File: config.mk
export PLATFORM = sky130hd
export DESIGN_NAME = mux_scan
export DESIGN_NICKNAME = d
export VERILOG_FILES = /design/src/rtl/mux_scan.sv
export SDC_FILE = /design/constraint.sdc
export NUM_CORES = 1
export LEC_CHECK = 0
export CORE_UTILIZATION = 43
export CTS_BUF_LIST = sky130_fd_sc_hd__clkbuf_4 sky130_fd_sc_hd__clkbuf_8
export DETAILED_ROUTE_END_ITERATION = 10
export HOLD_SLACK_MARGIN = 0.15
export PLACE_DENSITY = 0.89
export RECOVER_POWER = 25
export SYNTH_ARGS = -nofsm -noshare
export SYNTH_HDL_FRONTEND = slang
export SYNTH_SLANG_ARGS = --single-unit
export TNS_END_PERCENT = 10
File: constraint.sdc
create_clock -name clk -period 2.08 [get_ports clk]
set_input_delay 0.416 -clock clk [delete_from_list [all_inputs] [get_ports clk]]
set_output_delay 0.416 -clock clk [all_outputs]
set_load 0.05 [all_outputs]
File: src/rtl/mux_scan.sv
// N_CH-channel valid/ready multiplexer with manual select or round-robin dwell scanning.
// Define MUX_SCAN_PARITY_EN to register even parity of out_data on out_parity.
module mux_scan #(
  parameter int N_CH  = 4,
  parameter int WIDTH = 8,
  parameter int DWELL = 4,
  localparam int CW   = (N_CH > 1) ? $clog2(N_CH) : 1
) (
  input  logic                    clk,
  input  logic                    rst_n,
  input  logic                    mode,
  input  logic [CW-1:0]           sel,
  input  logic [N_CH*WIDTH-1:0]   in_data,
  input  logic [N_CH-1:0]         in_valid,
  output logic [N_CH-1:0]         in_ready,
  output logic [WIDTH-1:0]        out_data,
  output logic [CW-1:0]           out_ch,
  output logic                    out_valid,
  input  logic                    out_ready,
  output logic                    out_parity
);

  typedef enum logic {DWELL_ST, ADV} state_t;

  state_t           state, state_nxt;
  logic [CW-1:0]    cur, cur_nxt, sel_clamp;
  logic [7:0]       dcnt, dcnt_nxt;
  logic             gate_open, cur_valid, xfer;
  logic [WIDTH-1:0] cur_data;

  assign cur_valid = in_valid[cur];
  assign cur_data  = in_data[cur*WIDTH +: WIDTH];
  assign sel_clamp = (int'(sel) >= N_CH) ? CW'(N_CH - 1) : sel;

  // The active channel may hand over a beat only when the output register can
  // take it, outside reset, and never during the scan advance cycle.
  assign gate_open = rst_n && (!out_valid || out_ready) && !(mode && (state == ADV));
  assign xfer      = gate_open && cur_valid;

  always_comb begin
    in_ready = '0;
    if (gate_open) in_ready[cur] = 1'b1;
  end

  always_ff @(posedge clk or negedge rst_n) begin
    if (!rst_n) begin
      state <= DWELL_ST;
      cur   <= '0;
      dcnt  <= '0;
    end else begin
      state <= state_nxt;
      cur   <= cur_nxt;
      dcnt  <= dcnt_nxt;
    end
  end

  always_comb begin
    state_nxt = state;
    cur_nxt   = cur;
    dcnt_nxt  = dcnt;
    if (!mode) begin
      state_nxt = DWELL_ST;
      dcnt_nxt  = '0;
      cur_nxt   = sel_clamp;
    end else begin
      case (state)
        DWELL_ST: begin
          if (xfer) begin
            if (dcnt == 8'(DWELL - 1)) state_nxt = ADV;
            else                       dcnt_nxt  = dcnt + 8'd1;
          end else if (gate_open && !cur_valid) begin
            state_nxt = ADV;
          end
        end
        ADV: begin
          cur_nxt   = (cur == CW'(N_CH - 1)) ? '0 : cur + CW'(1);
          dcnt_nxt  = '0;
          state_nxt = DWELL_ST;
        end
        default: state_nxt = DWELL_ST;
      endcase
    end
  end

  always_ff @(posedge clk or negedge rst_n) begin
    if (!rst_n) begin
      out_valid <= 1'b0;
      out_data  <= '0;
      out_ch    <= '0;
    end else if (xfer) begin
      out_valid <= 1'b1;
      out_data  <= cur_data;
      out_ch    <= cur;
    end else if (out_ready) begin
      out_valid <= 1'b0;
    end
  end

`ifdef MUX_SCAN_PARITY_EN
  always_ff @(posedge clk or negedge rst_n) begin
    if (!rst_n)    out_parity <= 1'b0;
    else if (xfer) out_parity <= ^cur_data;
  end
`else
  assign out_parity = 1'b0;
`endif

endmodule
**Word-level counts from Yosys, hierarchy flattened**

Index checks and enable logic that the tools add are counted.
Widths: inputs -> output; s select.

- Add/subtract/negate cells: 2
- Multipliers: 0
- Divide/modulo/power cells: 0
- Magnitude comparators: 2
- Eq/ne operators: 5
- Shift operators: 1
- Multiplexer cells: 19
- Bitwise gates (word level): 1
- Reduce and logical (&&, ||, !) cells: 12

Operator list:

| operator | number |
|---|---|
| $shiftx 32x6->8 | 1 |
| $mux 8 | 3 |
| $pmux 8 s2 | 1 |
| $add 8x1->8 const B | 1 |
| $eq 8x2->1 const B | 1 |
| $mux 1 | 8 |
| $logic_and 1x1->1 | 6 |
| $mux 2 | 3 |
| $ne 3x3->1 const B | 2 |
| $mux 4 | 1 |
| $logic_not 1->1 | 3 |
| $lt 2x3->1 const B | 1 |
| $add 2x1->2 const B | 1 |
| $bmux 1 s2 | 1 |
| $demux 1 s2 | 1 |
| $eq 2x2->1 const B | 1 |
| $ge 2x1->1 const B | 1 |
| $ne 2x1->1 const B | 1 |
| $pmux 1 s2 | 1 |
| $reduce_and 2->1 | 1 |
| $reduce_bool 2->1 | 1 |
| $logic_or 1x1->1 | 1 |
| $not 1->1 | 1 |

- Flip-flop bits (word level): 22
- Latch bits: 0
- Memory bits (writable): 0
- Memory bits (read-only): 0
- Output and inout port bits: 16
- Word-level logic and storage cells: 48
- Memories: 0

**Depth between registers and ports, before layout**

Gate-level depths: netlist of run 1.

- Word-level depth: 9
- Gate-level depth with buffers: 6
- Depth with buffers taken out: 5

**Least setup slack after synthesis of run 1**

Ideal clock, no wire load.

- Path type: reg-to-output
- Start: reg cur[0]
- End: out in_ready[0]
- Data arrival time: 1.481 ns
- Slack: 0.183 ns
- Cell stages (with the launch flop): 5
- Cells stage by stage: dfrtp_1 > dlymetal6s2s_1 > inv_1 > ha_1 > and2_1

- Longest elaborated chain between the ends: 5

Ends and longest elaborated chain:

| item | line | source |
|---|---|---|
| from (decl) | 26 | `logic [CW-1:0] cur, cur_nxt, sel_clamp;` |
| from (signal assigned) | 52 | `cur <= cur_nxt;` |
| $lt 2x3->1 (not written as such) / $ge 2x1->1 (equally long branches) | 42 | `if (gate_open) in_ready[cur] = 1'b1;` |
| $logic_and 1x1->1 (not written as such) | 42 |  |
| $mux 1 (not written as such) | 42 |  |
| $demux 1 s2 (*) | 42 |  |
| $mux 4 (*) | 42 |  |
| to (decl) | 15 | `output logic [N_CH-1:0] in_ready,` |

Every way passes the cells marked *; elsewhere a longest branch is shown, timed or not.

**Worst setup path in the final report of run 1**

- Start: in out_ready
- End: out in_ready[3]

- Longest elaborated chain between the ends: 4

Ends and longest elaborated chain:

| item | line | source |
|---|---|---|
| from (decl) | 19 | `input logic out_ready,` |
| $logic_or 1x1->1 | 37 | `assign gate_open = rst_n && (!out_valid \|\| out_ready) && !(mode && (state == ADV));` |
| $logic_and 1x1->1 (2 in a row) | 37 |  |
| $mux 4 | 42 |  |

No other way between the ends.

==> results.cfg, run 1 <==
[yosys]
synth_ff_type = dfrtp_1
synth_fp_nets = 159
ys_seq_area_share_pct = 41.0
synth_area_sq_um = 1340
yosysWarningCount = 0
ys_types = 37
yosys.area.top_type_share_pct = 41.0
synth_area_leader_cell = dfrtp_1
avgSynthCellArea_sq_um = 12.0
ys_async_sr_fraction_pct = 100
synth_seq_cells = 22
synth_edf_count = 0
yosys-top-cells-area = dfrtp_1, mux4_2, mux2_1
netlist_instances = 112

[worst_setup_path]
critPathKind = in -> out
endpoint_kind = primary output
critPathArrivalTime_ns = 1.62
crit_path_max_fanout = 4
critPathLaunchType = input pin
required_ns = 1.66

[finish]
multi_input_area_sq_um = 721
final_core_util_pct = 71.3
area_growth_pct = 51.6
seqCellArea_sq_um = 551
drive_gt1_share_pct = 16.9
diodes = 0
fillCellCount = 201
fin_nets = 220

[timing]
slew_viol_final = 0
timing.slew.headroom_pct = 63.4
setup_viol = 0
fin_crit_sh_pct = 98.1
worst_slew_pin_slew_ns = 0.547
period_needed_ns = 2.04
fin_worst_skew_ns = 0.0134
fin_hold_ws_ns = 0.151
hold_viol_final = 0
rsz0062_at_grt = true
max_freq_ghz = 0.490

[floorplan]
rows = 19
coreArea_sq_um = 2850
die-width_microns = 57.9
io_pins = 58
dieHeight_microns = 57.9
die-area_sq_um = 3350
initial_core_util_pct = 47.0

[global_route]
grt_pass1_vias = 1277
track_usage_pct = 22.6
grt_max_degree = 14
overflow = 0
grt_pass1_wl_microns = 5710
antenna_found_initial = 0

[cts]
cts_setup_buffers = 0
cts_tree = done
clkLatencyLatePin_ns = 0.32
cts_buffers = 3
ctsRootBufferMaster = clkbuf_4
cts.clk_slew.worst_paths_ns = 0.13
htree_levels = 1
clockBufferDepth = 2
hold_buffers = 0
cts_sinks = 22

[power]
peakVddDrop_v = 0.00107
p_sw_share_pct = 40.6
pwr-share-seq_pct = 31.5
p_clk_share_pct = 17.6
intPower_mw = 1.12
power.density_nw_per_um2 = 929
switchingPower_uw = 766
comb_power_share_pct = 50.9
p_leak_nw = 0.829

[run_status]
status = finished with violations
violations = DRC

[detailed_routing]
top_layer = met4
post-route-drc-count = 1
finalWirelength_microns = 3300
route.met3.wl_microns = 132
post_drt_wl_per_cell_microns = 16.3
drt_iter0_drc = 27
routed-wl-met2_microns = 1880
drtAntennaViolNets = 0
met1_length_microns = 1240
viasPerCell = 5.53
num_vias = 1123
dr.pass1.iters = 7

[min_path]
hold_path.class = in -> async

[flow_run]
maxCapViolCount = 0

[placement]
routabilityCongestion = 0.744
port_buffers = 56
dp_hpwl_microns = 2730
-- final timing paths --
| path | startpoint | slack (ns) | cells after the start | endpoint |
|---|---|---|---|---|
| setup / recovery | out_ready | 0.04 | 6 | in_ready[3] |
| hold / removal | rst_n | 0.15 | 2 | state |
| setup reg to reg | dcnt[0] | 0.31 | 5 | state |
| hold reg to reg | out_ch[1] | 0.50 | 2 | out_ch[1] |
| max in group asynchronous | rst_n | 1.76 | 2 | dcnt[1] |
| min in group clk | rst_n | 0.49 | 3 | state |
-- final cells by class --
| class | instances | area share (%) |
|---|---|---|
| Sequential cell | 22 | 27.1 |
| Inverter | 3 | 0.554 |
| Clock buffer | 3 | 1.11 |
| Tap cell | 31 | 1.91 |
| Clock inverter | 1 | 1.48 |
| Timing Repair Buffer | 63 | 32.4 |
| Multi-Input combinational cell | 80 | 35.4 |
-- power groups by stage --
| stage | Sequential (mW) | Combinational (mW) | Clock (mW) |
|---|---|---|---|
| after floorplan | 0.931 | 0.254 | 0 |
| after global placement | 0.597 | 0.941 | 0 |
| after detailed placement | 0.600 | 0.960 | 0 |
| after CTS | 0.595 | 0.966 | 0.337 |
| after global routing | 0.607 | 1.01 | 0.366 |
| final | 0.595 | 0.961 | 0.332 |
-- per-stage QoR --
step | setup TNS (ns) | std cells | total power, mW | setup slack, ns | cell area [sq um]
after global placement | -0.394 | 199 | 1.54 | -0.0469 | 1970
after CTS | 0 | 203 | 1.90 | 0.0321 | 2030
final | 0 | 203 | 1.89 | 0.0397 | 2030
after detailed placement | -0.859 | 199 | 1.56 | -0.103 | 1970
after global routing | -0.0359 | 203 | 1.98 | -0.0126 | 2030
after floorplan | 0 | 112 | 1.19 | 0.183 | 1340
-- cell usage in the layout (no fill, tap or decap), types with 2 or more instances in the layout --
cell             netlist  routed
dfrtp_1               22      22
mux2_1                 8       8
clkbuf_4               0       3
buf_4                  1       6
nor2_1                 3       3
nand4_1                2       2
inv_1                  3       3
o21ai_1                6       6
or4_1                  3       3
or3_1                  3       3
o21ai_0                2       2
ha_1                   5       5
clkdlybuf4s50_1        0      51
and2_1                 5       5
buf_12                 0       4
mux4_2                 9       9
a21oi_1               10       9
nand2_1                7       7
-- cell usage after synthesis, drive strengths merged (3+ instances only) --
library cell	number
mux4	9
or3	3
ha	5
dfrtp	22
or4	3
o21ai	8
nand2	7
mux2	8
nand4	3
buf	4
nor2	3
inv	3
and2	5
a21oi	10
-- sequential cells by signal, indices dropped and copies added, names as in the netlist --
register,count
cur,2
dcnt,8
out_ch,2
out_data,8
out_valid,1
state,1
-- logic make-up (layout without fill, tap and decap cells) --
logic type / Yosys count / count (layout) / synth area share, %
simple gates: 34 / 34 / 16.6
buf+inv: 10 / 70 / 5.69
fa+ha+maj: 5 / 5 / 4.66
mux: 18 / 18 / 22.6
xor+xnor: 1 / 1 / 0.653
other cells: 1 / 1 / 0.280
flops: 22 / 22 / 41.0
compound gates: 21 / 21 / 8.49
-- per-layer routing --
layer	GRT usage (%)	vias to the layer above
li1	-	535
met1	25.7	549
met2	42.5	35
met3	5.58	4
met4	5.10	0
met5	0	-
-- critical path, cell delays in order --
cell	delay [ns]
clkdlybuf4s50_1	0.46
or2b_4	0.13
nand2_1	0.08
a21oi_2	0.18
and2_1	0.20
buf_12	0.15
-- timing repair --
action                                  in CTS  in global routing
pin swaps                                    0                  0
resized for setup                            2                  2
endpoints found under the setup margin       4                  4
No activity file was read; power rests on OpenSTA's default activity.
==> run 2, diff against run 1 <==
--- a/config.mk
+++ b/config.mk
@@ -9,7 +9,7 @@
 export CTS_BUF_LIST = sky130_fd_sc_hd__clkbuf_4 sky130_fd_sc_hd__clkbuf_8
 export DETAILED_ROUTE_END_ITERATION = 10
 export HOLD_SLACK_MARGIN = 0.15
-export PLACE_DENSITY = 0.89
+export PLACE_DENSITY = 0.85
 export RECOVER_POWER = 25
 export SYNTH_ARGS = -nofsm -noshare
 export SYNTH_HDL_FRONTEND = slang
==> run 2 against run 1 <==
Against the previous run:
- the flow still finishes with violations (DRC)
- total power is 0.48% higher
- first-iteration DRC count is 22% higher
- clock power hardly changed
- sequential share of layout area fell by 0.25 points
- die area did not move
- critical path type unchanged
- routed wire length up 0.27%
- cell count grew 2.0%
- count of clock-buffer cells in the layout unchanged
- largest cell class unchanged
- sequential power about the same
- final area grew 0.92%
- combinational power increased by 1%
- global-route usage shrank 0.82 points
==> results.cfg, run 2 (synthesized netlist as in run 1, its figures left out) <==
[worst_setup_path]
r2r_cells = 4
cp.depth = 6
critPathSlowestCell = clkdlybuf4s50_1
path_delay_family = buffers and inverters
critPathKind = in -> out
critical_path.max_stage_delay_ns = 0.45
critPathArrivalTime_ns = 1.60
critPathLaunchType = input pin
crit_chain = clkdlybuf4s50_1, or2b_4, nand2_2, a21oi_2, and2_1, buf_12
endpoint_kind = primary output
crit_path_max_fanout = 4
path_buf_inv = 2
required_ns = 1.66

[finish]
fillCellCount = 202
diodes = 0
fin_area_sq_um = 2050
multi_input_area_sq_um = 723
fin_nets = 224
layout.cells.most_common_list = clkdlybuf4s50_1, dfrtp_1, mux4_2, a21oi_1, mux2_1
drive_gt1_share_pct = 17.6
final_core_util_pct = 71.9
seqCellArea_sq_um = 551
top_regs = dcnt (8), out_data (8)
instances_no_fill = 207
final_common_cell = clkdlybuf4s50_1
area_growth_pct = 53.0

[timing]
fin_hold_ws_ns = 0.506
hold_viol_final = 0
fin_worst_skew_ns = 0.00919
setup_viol = 0
finalSetupTns_ns = 0
worst_slew_pin_slew_ns = 0.620
period_needed_ns = 2.01
rsz0062_at_grt = false
timing.slew.headroom_pct = 58.7
max_freq_ghz = 0.497
fin_crit_sh_pct = 96.8
setup_ws_ns = 0.0663
slew_viol_final = 0

[floorplan]
io_pins = 58
dieHeight_microns = 57.9
die-area_sq_um = 3350
die-width_microns = 57.9
coreArea_sq_um = 2850
initial_core_util_pct = 47.0
rows = 19

[cts]
hold_buffers = 0
cts_sinks = 22
htree_levels = 1
clockBufferDepth = 2
cts_buffers = 3
cts.clk_slew.worst_paths_ns = 0.13
cts_tree = done
cts_setup_buffers = 0
clkLatencyLatePin_ns = 0.32
ctsRootBufferMaster = clkbuf_4

[global_route]
grt_pass1_wl_microns = 5440
use_met2_pct = 40.6
grt_pass1_vias = 1239
antenna_found_initial = 0
grt_max_degree = 14
use_met1_pct = 25.3
track_usage_pct = 21.8
overflow = 0
busiest_layer = met2
met3_usage_pct = 3.79

[detailed_routing]
drt_iter0_drc = 33
dr.pass1.iters = 7
finalWirelength_microns = 3310
post_drt_wl_per_cell_microns = 16.0
num_vias = 1160
drtAntennaViolNets = 0
post-route-drc-count = 1
viasPerCell = 5.60

[run_status]
status = finished with violations
violations = DRC

[power]
p_leak_nw = 0.827
peakVddDrop_v = 0.000563
power.density_nw_per_um2 = 925
totalPowerFinal_mw = 1.90

[placement]
routabilityCongestion = 0.741
dp_hpwl_microns = 2700
placed_area_sq_um = 2000
port_buffers = 56
place_ws_ns = -0.0996
dp_cells = 203

[min_path]
hold_path.class = reg -> reg
min_path_cells = 1

[flow_run]
maxCapViolCount = 0
run 2: worst register-to-register path: cells and delay by family (launching register included):
family           cells  cell delay (ns)
flip-flops           1             0.42
AO/OA/AOI/OAI        1             0.16
multiplexers         1             0.37
AND/OR/NAND/NOR      2             0.77
run 2: timing repair:
item                                    in CTS  in global routing
endpoints found under the setup margin       4                  4
hold endpoints to repair                     0                  0
resized for setup                            2                  2
run 2: final timing paths:
path,endpoint,slack [ns],startpoint
max,in_ready[1],0.07,out_ready
min,out_data[2],0.51,out_data[2]
max reg2reg,dcnt[5],0.29,cur[0]
min reg2reg,out_data[2],0.51,out_data[2]
max in group asynchronous,out_data[5],0.94,rst_n
min in group asynchronous,dcnt[1],0.65,rst_n
run 2: power breakdown:
| part | internal, mW | leakage, nW | total [mW] | switching [mW] |
|---|---|---|---|---|
| Clock | 0.195 | 0.0279 | 0.330 | 0.135 |
| Combinational | 0.402 | 0.521 | 0.972 | 0.570 |
| Sequential | 0.531 | 0.278 | 0.595 | 0.0644 |
| Total | 1.13 | 0.827 | 1.90 | 0.770 |
run 2: routing by layer:
metal | wire length [microns] | vias up | share of wire (%)
li1 | - | 547 | -
met1 | 1240 | 566 | 38
met2 | 1840 | 38 | 55
met3 | 147 | 9 | 4.4
met4 | 84 | 0 | 2.5
met5 | 0 | - | 0
run 2: area by class of cell:
type	instances	share of cell area (%)
Clock buffer	3	1.10
Tap cell	31	1.89
Timing Repair Buffer	67	32.9
Inverter	3	0.549
Clock inverter	1	1.46
Sequential cell	22	26.8
Multi-Input combinational cell	80	35.2
